===== config.mk =====
export PLATFORM = sky130hd
export DESIGN_NAME = card_draw_ctl
export DESIGN_NICKNAME = d
export VERILOG_FILES = /design/src/rtl/card_draw_ctl.sv
export SDC_FILE = /design/constraint.sdc
export NUM_CORES = 1
export LEC_CHECK = 0
export CAP_MARGIN = 20
export CELL_PAD_IN_SITES_DETAIL_PLACEMENT = 2
export CELL_PAD_IN_SITES_GLOBAL_PLACEMENT = 2
export CORE_MARGIN = 3
export CORE_UTILIZATION = 44
export DETAILED_ROUTE_END_ITERATION = 8
export PLACE_DENSITY = 0.91
export REMOVE_ABC_BUFFERS = 1
export SYNTH_ARGS = -nofsm -noshare
export SYNTH_HDL_FRONTEND = slang
export SYNTH_SLANG_ARGS = --single-unit

===== constraint.sdc =====
create_clock -name clk -period 18.15 [get_ports clk]
set_input_delay 2.7225 -clock clk [delete_from_list [all_inputs] [get_ports clk]]
set_output_delay 2.7225 -clock clk [all_outputs]
set_load 0.005 [all_outputs]

===== src/rtl/card_draw_ctl.sv =====
// Card sprite scheduler: resolves the top-most visible card slot per pixel, addresses the
// shared suit ROM and overlays its pixels on the VGA stream with a fixed 3-cycle latency.
module card_draw_ctl #(
    parameter int                    ADDR_WIDTH = 13,
    parameter int                    DATA_WIDTH = 12,
    parameter int                    SLOTS      = 8,
    parameter int                    CARD_W     = 64,
    parameter int                    CARD_H     = 128,
    parameter int                    HW         = 11,
    parameter logic [DATA_WIDTH-1:0] KEY_COLOR  = 12'hF0F,
    localparam int                   SW         = (SLOTS > 1) ? $clog2(SLOTS) : 1
) (
    input  logic                  clk,
    input  logic                  rst_n,
    input  logic [HW-1:0]         hcount_in,
    input  logic [HW-1:0]         vcount_in,
    input  logic                  hsync_in,
    input  logic                  vsync_in,
    input  logic                  hblnk_in,
    input  logic                  vblnk_in,
    input  logic [DATA_WIDTH-1:0] rgb_in,
    input  logic                  cfg_valid,
    output logic                  cfg_ready,
    input  logic [SW-1:0]         cfg_slot,
    input  logic                  cfg_en,
    input  logic [HW-1:0]         cfg_x,
    input  logic [HW-1:0]         cfg_y,
    input  logic [1:0]            cfg_symbol,
    input  logic                  cfg_commit,
    output logic                  commit_done,
    output logic [ADDR_WIDTH-1:0] rom_addr,
    output logic [1:0]            rom_symbol,
    input  logic [DATA_WIDTH-1:0] rom_data,
    output logic [HW-1:0]         hcount_out,
    output logic [HW-1:0]         vcount_out,
    output logic                  hsync_out,
    output logic                  vsync_out,
    output logic                  hblnk_out,
    output logic                  vblnk_out,
    output logic [DATA_WIDTH-1:0] rgb_out
);

    localparam int        CWB    = $clog2(CARD_W);
    localparam int        CHB    = $clog2(CARD_H);
    localparam logic [HW:0] CW_EXT = (HW+1)'(CARD_W);
    localparam logic [HW:0] CH_EXT = (HW+1)'(CARD_H);

    typedef enum logic [1:0] {OPEN, PENDING, COPY} cfg_state_t;

    cfg_state_t state, state_nxt;
    logic       vblnk_prev;

    logic          sh_en  [SLOTS];
    logic [HW-1:0] sh_x   [SLOTS];
    logic [HW-1:0] sh_y   [SLOTS];
    logic [1:0]    sh_sym [SLOTS];
    logic          ac_en  [SLOTS];
    logic [HW-1:0] ac_x   [SLOTS];
    logic [HW-1:0] ac_y   [SLOTS];
    logic [1:0]    ac_sym [SLOTS];

    function automatic logic [DATA_WIDTH-1:0] pixel_mux(
        input logic                  blank,
        input logic                  hit,
        input logic [DATA_WIDTH-1:0] rom,
        input logic [DATA_WIDTH-1:0] bg
    );
        if (blank)
            return '0;
        else if (hit && rom != KEY_COLOR)
            return rom;
        else
            return bg;
    endfunction

    always_comb begin
        state_nxt   = state;
        cfg_ready   = 1'b0;
        commit_done = 1'b0;
        case (state)
            OPEN: begin
                cfg_ready = 1'b1;
                if (cfg_commit)
                    state_nxt = PENDING;
            end
            PENDING: begin
                if (vblnk_in && !vblnk_prev)
                    state_nxt = COPY;
            end
            COPY: begin
                commit_done = 1'b1;
                state_nxt   = OPEN;
            end
            default: state_nxt = OPEN;
        endcase
    end

    always_ff @(posedge clk) begin
        if (!rst_n) begin
            state      <= OPEN;
            vblnk_prev <= 1'b0;
            for (int i = 0; i < SLOTS; i++) begin
                sh_en[i]  <= 1'b0;
                sh_x[i]   <= '0;
                sh_y[i]   <= '0;
                sh_sym[i] <= '0;
                ac_en[i]  <= 1'b0;
                ac_x[i]   <= '0;
                ac_y[i]   <= '0;
                ac_sym[i] <= '0;
            end
        end else begin
            state      <= state_nxt;
            vblnk_prev <= vblnk_in;
            if (cfg_valid && cfg_ready) begin
                sh_en[cfg_slot]  <= cfg_en;
                sh_x[cfg_slot]   <= cfg_x;
                sh_y[cfg_slot]   <= cfg_y;
                sh_sym[cfg_slot] <= cfg_symbol;
            end
            if (state == COPY) begin
                for (int i = 0; i < SLOTS; i++) begin
                    ac_en[i]  <= sh_en[i];
                    ac_x[i]   <= sh_x[i];
                    ac_y[i]   <= sh_y[i];
                    ac_sym[i] <= sh_sym[i];
                end
            end
        end
    end

    // Slot hit resolution; coordinates widened by one bit so x+CARD_W cannot wrap.
    logic                  any_hit;
    logic [1:0]            win_sym;
    logic [ADDR_WIDTH-1:0] win_addr;
    logic [HW:0]           h_ext, v_ext, x_ext, y_ext, dh, dv;

    always_comb begin
        any_hit  = 1'b0;
        win_sym  = '0;
        win_addr = '0;
        h_ext    = {1'b0, hcount_in};
        v_ext    = {1'b0, vcount_in};
        x_ext    = '0;
        y_ext    = '0;
        dh       = '0;
        dv       = '0;
        for (int i = 0; i < SLOTS; i++) begin
            x_ext = {1'b0, ac_x[i]};
            y_ext = {1'b0, ac_y[i]};
            dh    = h_ext - x_ext;
            dv    = v_ext - y_ext;
            if (ac_en[i] && h_ext >= x_ext && h_ext < x_ext + CW_EXT &&
                v_ext >= y_ext && v_ext < y_ext + CH_EXT) begin
                any_hit  = 1'b1;
                win_sym  = ac_sym[i];
                win_addr = ADDR_WIDTH'({dv[CHB-1:0], dh[CWB-1:0]});
            end
        end
    end

    logic [HW-1:0]         hcount_p1, vcount_p1, hcount_p2, vcount_p2;
    logic                  hsync_p1, vsync_p1, hblnk_p1, vblnk_p1, hit_p1;
    logic                  hsync_p2, vsync_p2, hblnk_p2, vblnk_p2, hit_p2;
    logic [DATA_WIDTH-1:0] rgb_p1, rgb_p2;

    always_ff @(posedge clk) begin
        if (!rst_n) begin
            hit_p1     <= 1'b0;
            hit_p2     <= 1'b0;
            rom_addr   <= '0;
            rom_symbol <= '0;
            hcount_p1  <= '0;
            vcount_p1  <= '0;
            hsync_p1   <= 1'b0;
            vsync_p1   <= 1'b0;
            hblnk_p1   <= 1'b0;
            vblnk_p1   <= 1'b0;
            rgb_p1     <= '0;
            hcount_p2  <= '0;
            vcount_p2  <= '0;
            hsync_p2   <= 1'b0;
            vsync_p2   <= 1'b0;
            hblnk_p2   <= 1'b0;
            vblnk_p2   <= 1'b0;
            rgb_p2     <= '0;
            hcount_out <= '0;
            vcount_out <= '0;
            hsync_out  <= 1'b0;
            vsync_out  <= 1'b0;
            hblnk_out  <= 1'b0;
            vblnk_out  <= 1'b0;
            rgb_out    <= '0;
        end else begin
            // Stage 1: address the ROM for the winning slot; hold the address otherwise.
            hit_p1 <= any_hit && !hblnk_in && !vblnk_in;
            if (any_hit && !hblnk_in && !vblnk_in) begin
                rom_addr   <= win_addr;
                rom_symbol <= win_sym;
            end
            hcount_p1 <= hcount_in;
            vcount_p1 <= vcount_in;
            hsync_p1  <= hsync_in;
            vsync_p1  <= vsync_in;
            hblnk_p1  <= hblnk_in;
            vblnk_p1  <= vblnk_in;
            rgb_p1    <= rgb_in;
            // Stage 2: ROM read in flight.
            hit_p2    <= hit_p1;
            hcount_p2 <= hcount_p1;
            vcount_p2 <= vcount_p1;
            hsync_p2  <= hsync_p1;
            vsync_p2  <= vsync_p1;
            hblnk_p2  <= hblnk_p1;
            vblnk_p2  <= vblnk_p1;
            rgb_p2    <= rgb_p1;
            // Stage 3: overlay.
            hcount_out <= hcount_p2;
            vcount_out <= vcount_p2;
            hsync_out  <= hsync_p2;
            vsync_out  <= vsync_p2;
            hblnk_out  <= hblnk_p2;
            vblnk_out  <= vblnk_p2;
            rgb_out    <= pixel_mux(hblnk_p2 || vblnk_p2, hit_p2, rom_data, rgb_p2);
        end
    end

endmodule


==> results by group, run 1 <==
Min path
  • Hold Crit Depth: 1
  • Worst Hold End: hcount_out[1]
  • Hold WC Path Type: flop to flop
  • Min-delay src: hcount_p2[1]

Finish
  • Nets: 3097
  • Fillcell total: 6122
  • Area delta synth->final: 16.2%
  • Layout cells sized above 1: 0.0599

Worst setup path
  • Flop-to-flop setup slack: 13.41 ns
  • R2R Path End: rom_addr[8]
  • Family with the most delay on the worst path: simple AND/OR/NAND/NOR gates
  • Worst EP arrival: 7.66 ns
  • CP endpoint kind: flop
  • RR Startpoint: ac_x[1][28]
  • CP Buf/Inv Count: 1
  • Worst Path Max Fanout: 21
  • Worst Setup Start Kind: primary input
  • Critical path class: primary input to flop
  • Crit. path cell count: 11
  • Max incr delay on CP: 0.90 ns
  • Slowest-stage cell, CP: clkdlybuf4s50_1
  • Crit-path cells: clkdlybuf4s50_1, ha_1, o21ai_1, a2111oi_0, o41ai_1, o211ai_1, and3b_1, or4_1, nor2_1, o211ai_1, a31oi_1
  • CP most frequent cell: o211ai_1
  • Worst endpoint required time: 18.72 ns
  • Reg2reg path depth: 12

Clocking
  • Clock Sinks: 533
  • CTS tree: yes
  • Worst-skew pair later-pin latency: 0.64 ns
  • CTS H-tree lvls: 2
  • Root buffer cell: clkbuf_16
  • Cts bufs inserted: 61
  • Max Buffers Root-to-Sink: 3
  • Hold buffers post-CTS: 0
  • Post-CTS Setup Bufs: 0
  • Cts repair resizes: 0
  • Reg clk slew, reported paths: 0.06 ns

Logic synthesis
  • Count leader, synth: edfxtp_1
  • Average size of a mapped cell: 11.0 um^2
  • Yosys reg bits: 533
  • Distinct cells, synth: 71
  • Number of enable flip-flop cells after synthesis: 391
  • Top cells by count, synth: 391 x edfxtp_1, 348 x and2_1, 264 x ha_1
  • Synthesized area: 28500 um^2
  • Most used DFF post-synth: edfxtp_1
  • Synth top area share: 0.411
  • Synth area leader: edfxtp_1
  • Yosys warnings: 0
  • Synth Instances: 2586
  • Main area contributors after synthesis: edfxtp_1 41%, ha_1 12%, dfxtp_1 10%
  • Ys async rst share: 0
  • Sequential area share after synthesis: 0.511

Routing
  • 1st-pass router iterations: 5
  • Vias per inst: 6.14
  • Initial DRC count: 2005
  • Antenna-violating nets left: 0
  • DRC viols: 0
  • Vias post-DR: 22300
  • Wire per inst: 31.5 um
  • Total Routed Length: 115000 um

Power and ir drop
  • Peak VDD IR: 0.0000717 V
  • PD cells: 96.4 nW/um^2
  • Leak Pwr: 0.0137 uW

Run
  • Number of max-cap violations: 0

Timing
  • Final hold vios: 0
  • Fmax: 0.141 GHz
  • Pins Over Slew Limit: 0
  • Slew at the pin closest to its max-slew limit: 1.12 ns
  • Relative slew slack: 0.246
  • Setup_tns: 0 ns
  • Worst setup margin: 11.06 ns
  • Minimum clock period: 7.09 ns
  • Crit share post-route: 0.391
  • Final Skew: 0.0212 ns
  • RSZ-0062 raised after global routing: no
  • Final setup fails: 0

Floorplan
  • Die W: 261 um
  • Initial Util: 0.448
  • Die height: 261 um
  • Core Region: 63700 um^2
  • Row count: 92
  • Ports: 137
  • Die Area: 67900 um^2

Placed design
  • Dpl ws: 10.39 ns
  • IO Port Bufs: 136
  • Post-DP HPWL: 78200 um
  • GPL Wtd Cong: 0.963

Global route
  • First-pass GRT wire length: 168000 um
  • Initial antenna violation count: 11
  • Vias in the first global route: 24900
  • Grt ovf: 0
  • Largest net degree at the start of global routing: 148
  • GRT Util Overall: 0.336

Outcome
  • Status: finished, final reports clean
## worst max path at each step
stage,start,to,slack (ns)
6_report,vcount_in[6],rom_addr[7],11.06
5_1_grt,vcount_in[1],rom_addr[8],10.92
4_1_cts,vcount_in[1],rom_addr[1],11.05
3_5_place_dp,vcount_in[6],rom_symbol[0],10.39
3_3_place_gp,hcount_in[3],rom_addr[1],10.57
2_1_floorplan,state[0],ac_en[0][0],9.05
## logic make-up after synthesis
family	share of synthesized area
AOI/OAI and AO/OA	0.107
xor gates and xnor gates	0.0246
adders and majority gates	0.127
buffers and inverters	0.0397
DFF	0.511
muxes	0.00430
and+or+nand+nor	0.186
## per-stage QoR
step	power [uW]	hold WS (ns)	cell area (um^2)	util	instances
6_report	3190	0.430	33100	0.521	3638
4_1_cts	3200	0.436	33100	0.520	3630
3_3_place_gp	1830	0.414	31000	0.486	3514
3_5_place_dp	1870	0.422	31000	0.486	3515
5_1_grt	3290	0.439	33100	0.521	3636
2_1_floorplan	1650	0.412	28200	-	2494
## layer usage
layer,share of wire,global-route usage
met5,0.00023,0
met4,0.047,0.146
met3,0.066,0.0607
met2,0.49,0.576
met1,0.40,0.416
## cell usage in the layout (no fill, tap or decap), drive strengths merged, types with 32 or more instances in the layout
cell type | netlist | routed
and3 | 161 | 161
clkbuf | 87 | 85
nand2 | 86 | 86
xnor2 | 69 | 69
inv | 203 | 207
buf | 5 | 41
nor2 | 94 | 94
and2 | 348 | 348
o21ai | 98 | 98
ha | 264 | 264
clkdlybuf4s50 | 0 | 135
o21a | 33 | 33
nand3 | 72 | 72
edfxtp | 391 | 391
dfxtp | 142 | 142
nand2b | 32 | 32
a21oi | 102 | 102
## final cells by class
| type | count | area, um^2 | share of cell area |
|---|---|---|---|
| Tap cell | 846 | 1060 | 0.0319 |
| Inverter | 203 | 762 | 0.0230 |
| Antenna cell | 5 | 12.5 | 0.000378 |
| Clock buffer | 83 | 1770 | 0.0533 |
| Timing Repair Buffer | 178 | 1720 | 0.0519 |
| Clock inverter | 32 | 352 | 0.0106 |
| Sequential cell | 533 | 14600 | 0.440 |
| Multi-Input combinational cell | 1758 | 12900 | 0.389 |
## registers in the layout, indices dropped and copies added (netlist names), 12 cells and up
register  count
sh_y         88
ac_y         88
ac_x         88
rom_addr     13
rgb_out      12
sh_sym       16
rgb_p2       12
ac_sym       16
rgb_p1       12
sh_x         88
## power breakdown
part | switching (uW) | leakage [uW] | internal [uW] | total (uW)
Sequential | 31.3 | 0.00520 | 1360 | 1390
Clock | 542 | 0.00104 | 779 | 1320
Combinational | 312 | 0.00750 | 168 | 480
Power figures use the tool's default switching activity.
==> run 2, diff against run 1 <==
CORE_UTILIZATION = 37   (was 44)
PLACE_DENSITY = 0.82   (was 0.91)
clock period = 6.4 ns   (was 18.15 ns; I/O delays follow)
==> run 2 against run 1 <==
Power grew to 2.8 times the previous value. Clock skew is 0.0023 ns lower. Final area increased by 1.0%. Hold slack gained 0.0015 ns.
==> results by group, run 2 (same netlist as run 1, synthesis figures left out) <==
Outcome
  • Status: finished, final reports clean

Global route
  • First-pass GRT wire length: 160000 um (-4.9%)
  • GRT Util Overall: 0.264 (-0.0725)
  • Initial antenna violation count: 12 (+1)
  • Largest net degree at the start of global routing: 103 (-30%)
  • Vias in the first global route: 24200 (-2.8%)
  • Grt ovf: 0 (unchanged)

Worst setup path
  • Worst Path Max Fanout: 19 (-9.5%)
  • Worst Setup Start Kind: primary input
  • RR Startpoint: ac_x[1][28]
  • CP endpoint kind: flop
  • Max incr delay on CP: 0.70 ns (-0.20 ns)
  • Worst EP arrival: 5.68 ns (-1.98 ns)
  • Crit-path cells: clkdlybuf4s50_1, inv_1, ha_1, fa_1, nand2b_1, a2111oi_0, nor4_1, o21ai_1, or3_1, nand2_1, o221ai_1, nand4_1, a31oi_1
  • Critical path class: primary input to flop
  • Flop-to-flop setup slack: 1.97 ns (-11.44 ns)
  • Family with the most delay on the worst path: compound AO/OA/AOI/OAI gates
  • Worst endpoint required time: 6.97 ns (-11.75 ns)
  • Worst setup startpoint: hcount_in[0]
  • CP Buf/Inv Count: 2 (+1)
  • Slowest-stage cell, CP: a2111oi_0

Power and ir drop
  • Peak VDD IR: 0.000206 V (+190%)
  • Sw Ratio: 0.272 (-0.00486)
  • Logic gate share of total power: 0.148 (-0.002)
  • Clock network power share: 0.412 (-0.002)
  • PD cells: 268 nW/um^2 (+180%)
  • Leak Pwr: 0.0138 uW (+0.65%)
  • Reg power frac: 0.440 (+0.004)
  • Cell Int Power: 6520 uW (+180%)
  • Net Sw Power: 2440 uW (+180%)

Routing
  • Initial DRC count: 1523 (-24%)
  • Vias per inst: 5.68 (-7.5%)
  • 1st-pass router iterations: 5 (unchanged)
  • Total Routed Length: 108000 um (-6.1%)
  • Wire per inst: 28.1 um (-11%)
  • DRC viols: 0 (unchanged)
  • Antenna-violating nets left: 0 (unchanged)
  • Vias post-DR: 21800 (-2.6%)

Placed design
  • Post-Place Cell Area: 31300 um^2 (+1.2%)
  • Post-DP HPWL: 77500 um (-0.86%)
  • Dpl ws: 0.673 ns (-9.71 ns)
  • IO Port Bufs: 136 (unchanged)
  • GPL Wtd Cong: 0.952 (-1.1%)

Clocking
  • CTS tree: yes
  • Hold buffers post-CTS: 0 (unchanged)
  • Cts bufs inserted: 60 (-1.6%)
  • Root buffer cell: clkbuf_16
  • Max Buffers Root-to-Sink: 3 (unchanged)
  • Cts repair resizes: 0 (unchanged)
  • Reg clk slew, reported paths: 0.07 ns (about the same)
  • Post-CTS Setup Bufs: 0 (unchanged)
  • CTS H-tree lvls: 2 (unchanged)
  • Worst-skew pair later-pin latency: 0.64 ns (about the same)
  • Clock Sinks: 533 (unchanged)

Min path
  • Hold WC Path Type: flop to flop
  • Min-delay src: hcount_p2[0]

Timing
  • Minimum clock period: 5.11 ns
  • RSZ-0062 raised after global routing: no
  • Slew at the pin closest to its max-slew limit: 1.20 ns (+0.0810 ns)
  • Relative slew slack: 0.197 (-0.0486)
  • Pins Over Slew Limit: 0 (unchanged)
  • WHS: 0.431 ns (+0.00155 ns)
  • Final setup fails: 0 (unchanged)
  • Worst setup margin: 1.29 ns (-9.78 ns)
  • Final hold vios: 0 (unchanged)
  • Final Skew: 0.0190 ns (-0.00227 ns)
  • Fmax: 0.196 GHz
  • Crit share post-route: 0.799

Floorplan
  • Die Area: 80500 um^2 (+18%)
  • Core Region: 76200 um^2 (+20%)
  • Die height: 284 um (+8.8%)
  • Row count: 101 (+9.8%)
  • Die W: 284 um (+8.8%)
  • Ports: 137 (unchanged)
  • Initial Util: 0.374 (-0.0738)

Finish
  • Commonest non-fill, non-tap cells in the layout: 391 x edfxtp_1, 348 x and2_1, 264 x ha_1
  • Most common cell after layout, fill and taps aside: edfxtp_1
  • Nets: 3111 (+0.45%)
  • Layout cells sized above 1: 0.0660 (+0.00613)
  • Area delta synth->final: 17.3%
  • Cell area after layout: 33500 um^2 (+1.0%)

Run
  • Number of max-cap violations: 0 (unchanged)
## run 2: changes by cell type in the layout (fill, tap and decap cells not counted), moves of 3 or more
| cell | change |
|---|---|
| buf_4 | +17 |
| clkinv_1 | -6 |
| diode_2 | -3 |
| clkbuf_8 | +7 |
| bufinv_16 | -4 |
## run 2: cell type report
class                      count  area [um^2]
tap                         1030         1290
multi-input combinational   1758        12900
fill                        7757        42700
clock inverter                22          225
sequential                   533        14600
clock buffer                  92         1910
antenna                        2         5.00
timing repair buffer         193         1820
inverter                     203          762
## run 2: final timing paths
kind,endpoint,cells past startpoint
setup / recovery,rom_addr[4],13
hold / removal,hcount_out[0],1
setup reg to reg,rom_addr[9],13
hold reg to reg,hcount_out[0],1
## run 2: per-stage QoR
stage | total power [uW] | setup TNS [ns] | std cells | util
2_1_floorplan | 4670 | -536.43 | 2494 | -
3_3_place_gp | 5210 | 0 | 3716 | 0.411
3_5_place_dp | 5310 | 0 | 3717 | 0.411
4_1_cts | 9030 | 0 | 3831 | 0.439
5_1_grt | 9290 | 0 | 3831 | 0.439
6_report | 8960 | 0 | 3833 | 0.439
## run 2: power by group through the flow
stage	clock [uW]	sequential (uW)	combinational, uW
after floorplan	0	3990	684
after global placement	0	4000	1210
after detailed placement	0	4020	1290
after CTS	3770	3950	1320
after global routing	3910	3960	1430
final	3690	3940	1320
## run 2: layer usage
metal	GRT usage	up-vias	share of wire
met5	0	-	0
met4	0.106	0	0.044
met3	0.0342	208	0.053
met2	0.448	651	0.48
met1	0.341	11200	0.42
li1	-	9672	-
